### config.mk
export PLATFORM = sky130hd
export DESIGN_NAME = fifo_rd_packer
export DESIGN_NICKNAME = d
export VERILOG_FILES = /design/src/rtl/fifo_pack_pkg.sv /design/src/rtl/fifo_pack_accum.sv /design/src/rtl/fifo_rd_packer.sv
export SDC_FILE = /design/constraint.sdc
export NUM_CORES = 1
export LEC_CHECK = 0
export BUFFER_PORTS_ARGS = -buffer_cell sky130_fd_sc_hd__buf_2
export CORE_UTILIZATION = 45
export DETAILED_ROUTE_END_ITERATION = 10
export HOLD_SLACK_MARGIN = 0.03
export PLACE_DENSITY = 0.78
export RECOVER_POWER = 25
export SETUP_SLACK_MARGIN = 0.3
export SYNTH_ARGS = -nofsm -noshare
export SYNTH_HDL_FRONTEND = slang
export SYNTH_HIERARCHICAL = 1
export SYNTH_SLANG_ARGS = --single-unit
### constraint.sdc
create_clock -name rd_clk -period 1.9 [get_ports rd_clk]
set_input_delay 0.475 -clock rd_clk [delete_from_list [all_inputs] [get_ports rd_clk]]
set_output_delay 0.475 -clock rd_clk [all_outputs]
set_load 0.005 [all_outputs]
### src/rtl/fifo_pack_pkg.sv
// fifo_pack_pkg: shared state encoding and default sizing for the FIFO read packer
package fifo_pack_pkg;
  localparam int DEF_DATA_WIDTH = 4;
  localparam int DEF_PACK_RATIO = 4;
  typedef enum logic [1:0] {FILL, FLUSH_WAIT, FLUSH_EMIT} pack_state_t;
endpackage

### src/rtl/fifo_pack_accum.sv
// fifo_pack_accum: lane accumulator with fill count and valid-lane mask
module fifo_pack_accum
  import fifo_pack_pkg::*;
#(
  parameter int DATA_WIDTH = DEF_DATA_WIDTH,
  parameter int PACK_RATIO = DEF_PACK_RATIO,
  parameter int CNT_WIDTH  = $clog2(PACK_RATIO + 1)
) (
  input  logic                                 rd_clk,
  input  logic                                 rd_rst,
  input  logic                                 cap_en,
  input  logic [DATA_WIDTH-1:0]                cap_data,
  input  logic                                 clr,
  output logic [CNT_WIDTH-1:0]                 acc_cnt,
  output logic [PACK_RATIO-1:0][DATA_WIDTH-1:0] lanes,
  output logic [PACK_RATIO-1:0]                keep
);
  always_comb begin
    keep = '0;
    for (int i = 0; i < PACK_RATIO; i++) keep[i] = CNT_WIDTH'(i) < acc_cnt;
  end
  // lanes are zeroed on every transfer so a partial word carries zero padding
  always_ff @(posedge rd_clk) begin
    if (rd_rst || clr) begin
      acc_cnt <= '0;
      lanes   <= '0;
    end else if (cap_en) begin
      for (int i = 0; i < PACK_RATIO; i++) if (acc_cnt == CNT_WIDTH'(i)) lanes[i] <= cap_data;
      acc_cnt <= acc_cnt + 1'b1;
    end
  end
endmodule

### src/rtl/fifo_rd_packer.sv
// fifo_rd_packer: drains an async FIFO read port and packs PACK_RATIO entries per output word,
// with a flush path that emits a partial word marked by out_last.
module fifo_rd_packer
  import fifo_pack_pkg::*;
#(
  parameter int DATA_WIDTH = DEF_DATA_WIDTH,
  parameter int PACK_RATIO = DEF_PACK_RATIO,
  localparam int OUT_WIDTH = DATA_WIDTH * PACK_RATIO,
  localparam int CNT_WIDTH = $clog2(PACK_RATIO + 1)
) (
  input  logic                  rd_clk,
  input  logic                  rd_rst,
  input  logic                  fifo_empty,
  output logic                  fifo_rd_en,
  input  logic [DATA_WIDTH-1:0] fifo_rd_data,
  input  logic                  flush,
  output logic                  out_valid,
  input  logic                  out_ready,
  output logic [OUT_WIDTH-1:0]  out_data,
  output logic [PACK_RATIO-1:0] out_keep,
  output logic                  out_last,
  output logic                  flush_done
);
  pack_state_t                          state;
  logic                                 rd_pending;
  logic [CNT_WIDTH-1:0]                 acc_cnt;
  logic [PACK_RATIO-1:0][DATA_WIDTH-1:0] lanes;
  logic [PACK_RATIO-1:0]                keep;
  logic                                 out_free, xfer_full, xfer_part, xfer;

  fifo_pack_accum #(
    .DATA_WIDTH(DATA_WIDTH),
    .PACK_RATIO(PACK_RATIO),
    .CNT_WIDTH (CNT_WIDTH)
  ) u_accum (
    .rd_clk  (rd_clk),
    .rd_rst  (rd_rst),
    .cap_en  (rd_pending),
    .cap_data(fifo_rd_data),
    .clr     (xfer),
    .acc_cnt (acc_cnt),
    .lanes   (lanes),
    .keep    (keep)
  );

  // the in-flight read reserves a lane so the accumulator can never overflow
  always_comb begin
    out_free   = !out_valid || out_ready;
    xfer_full  = acc_cnt == CNT_WIDTH'(PACK_RATIO) && out_free && state != FLUSH_EMIT;
    xfer_part  = state == FLUSH_EMIT && acc_cnt != '0 && out_free;
    xfer       = xfer_full || xfer_part;
    fifo_rd_en = !rd_rst && !fifo_empty && state == FILL && !flush &&
                 ({1'b0, acc_cnt} + {{CNT_WIDTH{1'b0}}, rd_pending}) < (CNT_WIDTH + 1)'(PACK_RATIO);
  end

  always_ff @(posedge rd_clk) begin
    if (rd_rst) begin
      state      <= FILL;
      rd_pending <= 1'b0;
      out_valid  <= 1'b0;
      out_data   <= '0;
      out_keep   <= '0;
      out_last   <= 1'b0;
      flush_done <= 1'b0;
    end else begin
      rd_pending <= fifo_rd_en;
      flush_done <= 1'b0;
      if (xfer) begin
        out_valid <= 1'b1;
        out_data  <= lanes;
        out_keep  <= keep;
        out_last  <= xfer_part;
      end else if (out_ready) begin
        out_valid <= 1'b0;
      end
      unique case (state)
        FILL:       if (flush) state <= FLUSH_WAIT;
        FLUSH_WAIT: if (!rd_pending) state <= FLUSH_EMIT;
        FLUSH_EMIT: if (acc_cnt == '0 || out_free) begin
          state      <= FILL;
          flush_done <= 1'b1;
        end
        default:    state <= FILL;
      endcase
    end
  end
endmodule

# After elaboration in Yosys (flattened, before gate mapping)
# Index checks and enable logic that the tools add are counted.
# W data, S select, Z words.
[word_totals] reg_bits=45 wordCells=63 ram_bits=0 latch_bits=0 in_bits=9 output_inout_bits=24 romBits=0 n_memories=0
[classes] eq_ne=10 n_div=0 addsub=2 n_reduce_logical=26 n_shift=0 order_cmp=5 mul=0 bitwise=1 n_mux=7
[ops] op="$logic_and A1 B1 Y1" n=8
[ops] op="$reduce_and A2 Y1" n=4
[ops] op="$eq A3 B2 Y1 const B" n=2
[ops] op="$lt A1 B3 Y1 const A" n=2
[ops] op="$lt A2 B3 Y1 const A" n=2
[ops] op="$mux W2" n=3
[ops] op="$ne A2 B2 Y1 const B" n=3
[ops] op="$pmux W2 S3" n=1
[ops] op="$add A3 B1 Y4" n=1
[ops] op="$logic_not A1 Y1" n=4
[ops] op="$logic_or A1 B1 Y1" n=4
[ops] op="$lt A4 B3 Y1 const B" n=1
[ops] op="$add A3 B1 Y3 const B" n=1
[ops] op="$eq A3 B1 Y1 const B" n=1
[ops] op="$eq A3 B3 Y1 const B" n=1
[ops] op="$logic_not A3 Y1" n=1
[ops] op="$mux W1" n=3
[ops] op="$reduce_and A3 Y1" n=1
[ops] op="$reduce_bool A3 Y1" n=1
[ops] op="$eq A2 B1 Y1 const B" n=1
[ops] op="$eq A2 B2 Y1 const B" n=1
[ops] op="$logic_not A2 Y1" n=1
[ops] op="$ne A2 B1 Y1 const B" n=1
[ops] op="$reduce_bool A2 Y1" n=1
[ops] op="other kinds (2)" n=2

# Depth between registers and ports, before layout
[depth] ltp_word=6 ltp_mapped=7 depth_no_buf=5

# By module
# The synthesis kept the hierarchy.
[modules_own_cells] module="fifo_rd_packer" n_inst=1 area_per_inst_um2=1179.9 cells_per_inst=118 seq_area_each_um2=520.5
[modules_own_cells] module="fifo_pack_accum" n_inst=1 area_per_inst_um2=932.1 cells_per_inst=83 seq_area_each_um2=380.4

# Worst setup path after synthesis
# Ideal clock, no wire load.
[synth_path] path_kind="reg-to-reg" startpoint="reg u_accum.acc_cnt[1]" endpoint="reg u_accum/lanes[13] in the netlist's numbering" period_less_slack_ns=1.783 t_arrival_ns=1.711 t_required_ns=1.828 slack_ns=0.117 path_buffers=2 setup_time_ns=0.072 path_stages_with_launch=8 path_cell_list="dfxtp_1 -> nor2_2 -> mux2i_2 -> a21oi_4 -> buf_6 -> buf_6 -> or3b_4 -> mux2i_1"
[synth_via] elab_chain_len=5 word_cells_on_any_way=10 classes_between="eq/ne (2); reduce/logical (8)"
[synth_lines] item="start, declared" line_no="fifo_pack_accum.sv:14" rtl="output logic [CNT_WIDTH-1:0] acc_cnt,"
[synth_lines] item="start signal, assigned" line_no="fifo_pack_accum.sv:29" rtl="acc_cnt <= acc_cnt + 1'b1;"
[synth_lines] item="$eq A3 B3 Y1 or $reduce_bool A3 Y1 (tied branches)" line_no="fifo_rd_packer.sv:49, fifo_rd_packer.sv:50"
[synth_lines] item="$logic_and A1 B1 Y1, on equally long branches (2 in a row)" line_no="fifo_rd_packer.sv:49, fifo_rd_packer.sv:50"
[synth_lines] item="$logic_or A1 B1 Y1 (*)" line_no="fifo_rd_packer.sv:51" rtl="xfer = xfer_full || xfer_part;"
[synth_lines] item="net xfer" line_no="fifo_rd_packer.sv:29" rtl="logic out_free, xfer_full, xfer_part, xfer;"
[synth_lines] item="$logic_or A1 B1 Y1 (*)" line_no="fifo_pack_accum.sv:24" rtl="if (rd_rst || clr) begin"
[synth_lines] item="end signal, assigned" line_no="fifo_pack_accum.sv:26" rtl="lanes <= '0;"
[synth_lines] item="end, declared" line_no="fifo_pack_accum.sv:15" rtl="output logic [PACK_RATIO-1:0][DATA_WIDTH-1:0] lanes,"
# Mark *: on every way through the listed nets, which the timed path passes. The rest lies on a longest branch.
# A chain may end at the register's enable or synchronous reset.

# Final worst setup path
[layout_path] startpoint="in flush" endpoint="out fifo_rd_en"
[layout_via] elab_chain_len=3
[layout_lines] item="start, declared" line_no="fifo_rd_packer.sv:16" rtl="input logic flush,"
[layout_lines] item="$logic_not A1 Y1" line_no="fifo_rd_packer.sv:52" rtl="fifo_rd_en = !rd_rst && !fifo_empty && state == FILL && !flush &&"
[layout_lines] item="$logic_and A1 B1 Y1 (2 in a row)" line_no="fifo_rd_packer.sv:52"
[layout_lines] item="end, declared" line_no="fifo_rd_packer.sv:14" rtl="output logic fifo_rd_en,"
# Every way passes these cells.

==> metrics.md <==
| Metric | Value |
|---|---|
| Status | finished, violations left |
| Synth Net Count | 213 |
| Sw Pwr | 0.3813 mW |
| Critical Path, Cell by Cell | buf_2 -> nor4_4 -> nand2_1 -> a31oi_1 -> buf_2 |
| Setup TNS | 0 ps |
| CTS Sinks | 45 |
| Post-synth cell types | 36 |
| Global-route wire length before repair | 6762 microns |
| Via density | 5.101 |
| RSZ-0062 raised after global routing | true |
| Drt pass-1 iters | 7 |
| Die height | 70.51 microns |
| Switching Share | 22.00% |
| Layout cells sized above 1 | 32.42% |
| R2r endpoint | u_accum/lanes[0] |
| Clock skew | 4.733 ps |
| Initial Util | 47.52% |
| R2R Setup Slk | 200 ps |
| GRT Overall Usage | 17.56% |
| Hold path depth | 1 |
| DIE AREA | 4972 sq um |
| Area of the multi-input gates | 1152 sq um |
| Rel. slew slack | 72.54% |
| Reg clk slew, reported paths | 80 ps |
| Fillers | 380 |
| Grt total ovfl | 0 |
| Worst slew pin tran | 411.9 ps |
| P per Cell Area | 635.9 nW/um^2 |
| Later-pin clock latency in the skew report | 290 ps |
| Area delta synth->final | 29.09% |
| Sequential cell area | 910.9 sq um |
| Placeable Area | 4444 sq um |
| Slew Viols, Final | 0 |
| Wire per inst | 13.63 microns |
| Inst Count DP | 280 |
| Worst VDD drop | 0.3242 mV |
| Primary FF master, synth | dfxtp_1 |
| Hold_sp | state[1] |
| Residual DRC | 8 |
| FFs w/ async S/R, synth | 0% |
| Mean area per synthesized cell | 10.51 sq um |
| Worst Setup Slack, final | 177.5 ps |
| WP data arrival | 1250 ps |
| Dpl ws | 225.1 ps |
| Flops & latches, synth | 45 |
| Final core occ | 61.35% |
| Vias in the first global route | 1455 |
| Critical path fanouts, max | 2 |
| Yosys warning total | 6 |
| Wirelength, routed | 4198 microns |
| Max_cap viols | 0 |
| CP top delay family | simple AND/OR/NAND/NOR gates |
| Initial drt markers | 97 |
| Largest net degree at the start of global routing | 29 |
| Buf/Inv on CP | 2 |
| Post-synth EDFFs | 0 |
| Crit-path slowest cell | nor4_4 |
| Top cell by count, worst path | buf_2 |
| Vias | 1571 |
| GPL Wtd Cong | 0.7428 |
| Failing checks | design-rule violations |
| Synth Cell Area | 2112 sq um |
| Leak Pwr | 1.135 nW |
| DRT antenna net count | 0 |
| Cell count after synthesis | 201 |
| Final setup viols | 0 |
| Die width | 70.51 microns |
| Cell Count, Final, Fillers Out | 308 |
| FMAX | 0.5805 GHz |
| Ant diodes | 0 |
| Max clock buf depth | 2 |
| NumNets Final | 267 |
| Tmin final | 1723 ps |
| Hold Path End | state[0] |
| Most frequent cells in the layout | nand2b_1 (41), dfxtp_1 (41), mux2i_1 (38), buf_2 (29), or3b_1 (15) |
| RR Startpoint | u_accum/acc_cnt[0] |
| H-Tree Depth | 2 |
| Worst stage delay on the critical path | 260 ps |
| I/O Buffers | 32 |
| Comb power frac | 7.7% |
| Worst Hold Class | flip-flop to flip-flop |
| Startpoint types | input port |
| Cts bufs inserted | 5 |
| Worst Path Class, Setup | input port to primary output |
| I/O Pins | 33 |
| Internal power | 1.352 mW |
| Final worst-path cycle share | 90.66% |
| Worst Setup End Kind | primary output |
| CTS root buffer | clkbuf_8 |
| CTS tree | built |
| Clock power share | 37.0% |
| Core Rows | 24 |
| Sequential fraction of design power | 55.3% |
| Final Power | 1.734 mW |
| DP Wirelength | 2502 microns |
| Worst r2r path cells | 7 |
| Worst Path Required | 1420 ps |
| Initial antenna violation count | 0 |
| Final Hold Fails | 0 |
| Post-synthesis sequential area ratio | 42.65% |
## cell usage after synthesis, drive strengths merged, types with 2 or more instances
cell type / n / share of area (%)
nand3b: 3 / 1.1
inv: 3 / 0.53
buf: 8 / 3.2
clkbuf: 6 / 1.2
ha: 3 / 1.8
or2: 2 / 0.59
nand2b: 41 / 12
nor3: 3 / 0.71
a31oi: 2 / 0.59
mux2i: 39 / 19
dfxtp: 45 / 43
or3b: 20 / 8.6
nor2: 7 / 1.4
a21oi: 4 / 1.5
## per-stage QoR
step,hold WS [ps],instance area (sq um)
after detailed placement,457.9,2347
after global routing,492.9,2726
after global placement,457.8,2347
final,464.7,2726
after floorplan,446.6,2125
after CTS,474.8,2640
## per-layer routing
metal  vias to the layer above  GRT usage [%]  part of all wire (%)
met5                         -              0                     0
met4                         0          6.576                  0.48
met3                         2          4.906                   3.4
met2                        28          28.37                    51
met1                       744          22.38                    45
li1                        797              -                     -
## power by group through the flow
stage,registers [mW],logic (mW),clock network [mW]
after floorplan,0.982,0.0743,0
after global placement,0.980,0.104,0
after detailed placement,0.980,0.105,0
after CTS,0.957,0.119,0.665
after global routing,0.960,0.146,0.704
final,0.958,0.134,0.641
## flip-flops by register name, indices dropped and copies added (netlist names)
name / cells
out_data: 16
u_accum/lanes: 16
out_keep: 4
u_accum/acc_cnt: 3
state: 2
flush_done: 1
out_last: 1
out_valid: 1
rd_pending: 1
## cell families after synthesis
kind of cell	count (synthesis)	share of synthesized area [%]
adder cells (fa/ha/maj)	3	1.777
AND/OR/NAND/NOR	85	27.73
flip-flops	45	42.65
buffers and inverters	17	4.917
multiplexers	39	18.66
XOR/XNOR	1	0.4148
AO/OA/AOI/OAI	11	3.851
## worst max path at each step
stage / from / to / slack, ps / cells past startpoint
2_1_floorplan: u_accum/acc_cnt[0] / u_accum/lanes[10] / 230 / 7
3_3_place_gp: fifo_empty / fifo_rd_en / 230 / 5
3_5_place_dp: u_accum/acc_cnt[0] / u_accum/lanes[4] / 230 / 6
4_1_cts: u_accum/acc_cnt[2] / fifo_rd_en / 200 / 4
5_1_grt: state[0] / fifo_rd_en / 100 / 4
6_report: flush / fifo_rd_en / 180 / 5
## worst reg2reg max path: stages, from the launching register on
cell     delay, ps
dfxtp_4        360
nor2_4         160
mux2i_4        290
a21oi_4         90
buf_12         140
buf_16         120
or3b_1         350
mux2i_1        120
## layout make-up
| type | instances | share of cell area (%) |
|---|---|---|
| Multi-Input combinational cell | 139 | 42.27 |
| Sequential cell | 45 | 33.41 |
| Timing Repair Buffer | 61 | 17.81 |
| Clock buffer | 7 | 3.534 |
| Tap cell | 52 | 2.386 |
| Inverter | 3 | 0.4130 |
| Clock inverter | 1 | 0.1836 |
## timing repair
action,4_1_cts,5_1_grt
pin swaps,5,5
hold buffers,0,0
buffers inserted,14,4
gates cloned,2,0
setup endpoints to repair,17,38
gates resized for setup,6,18
Note: power is estimated with default switching activity, not from simulation.
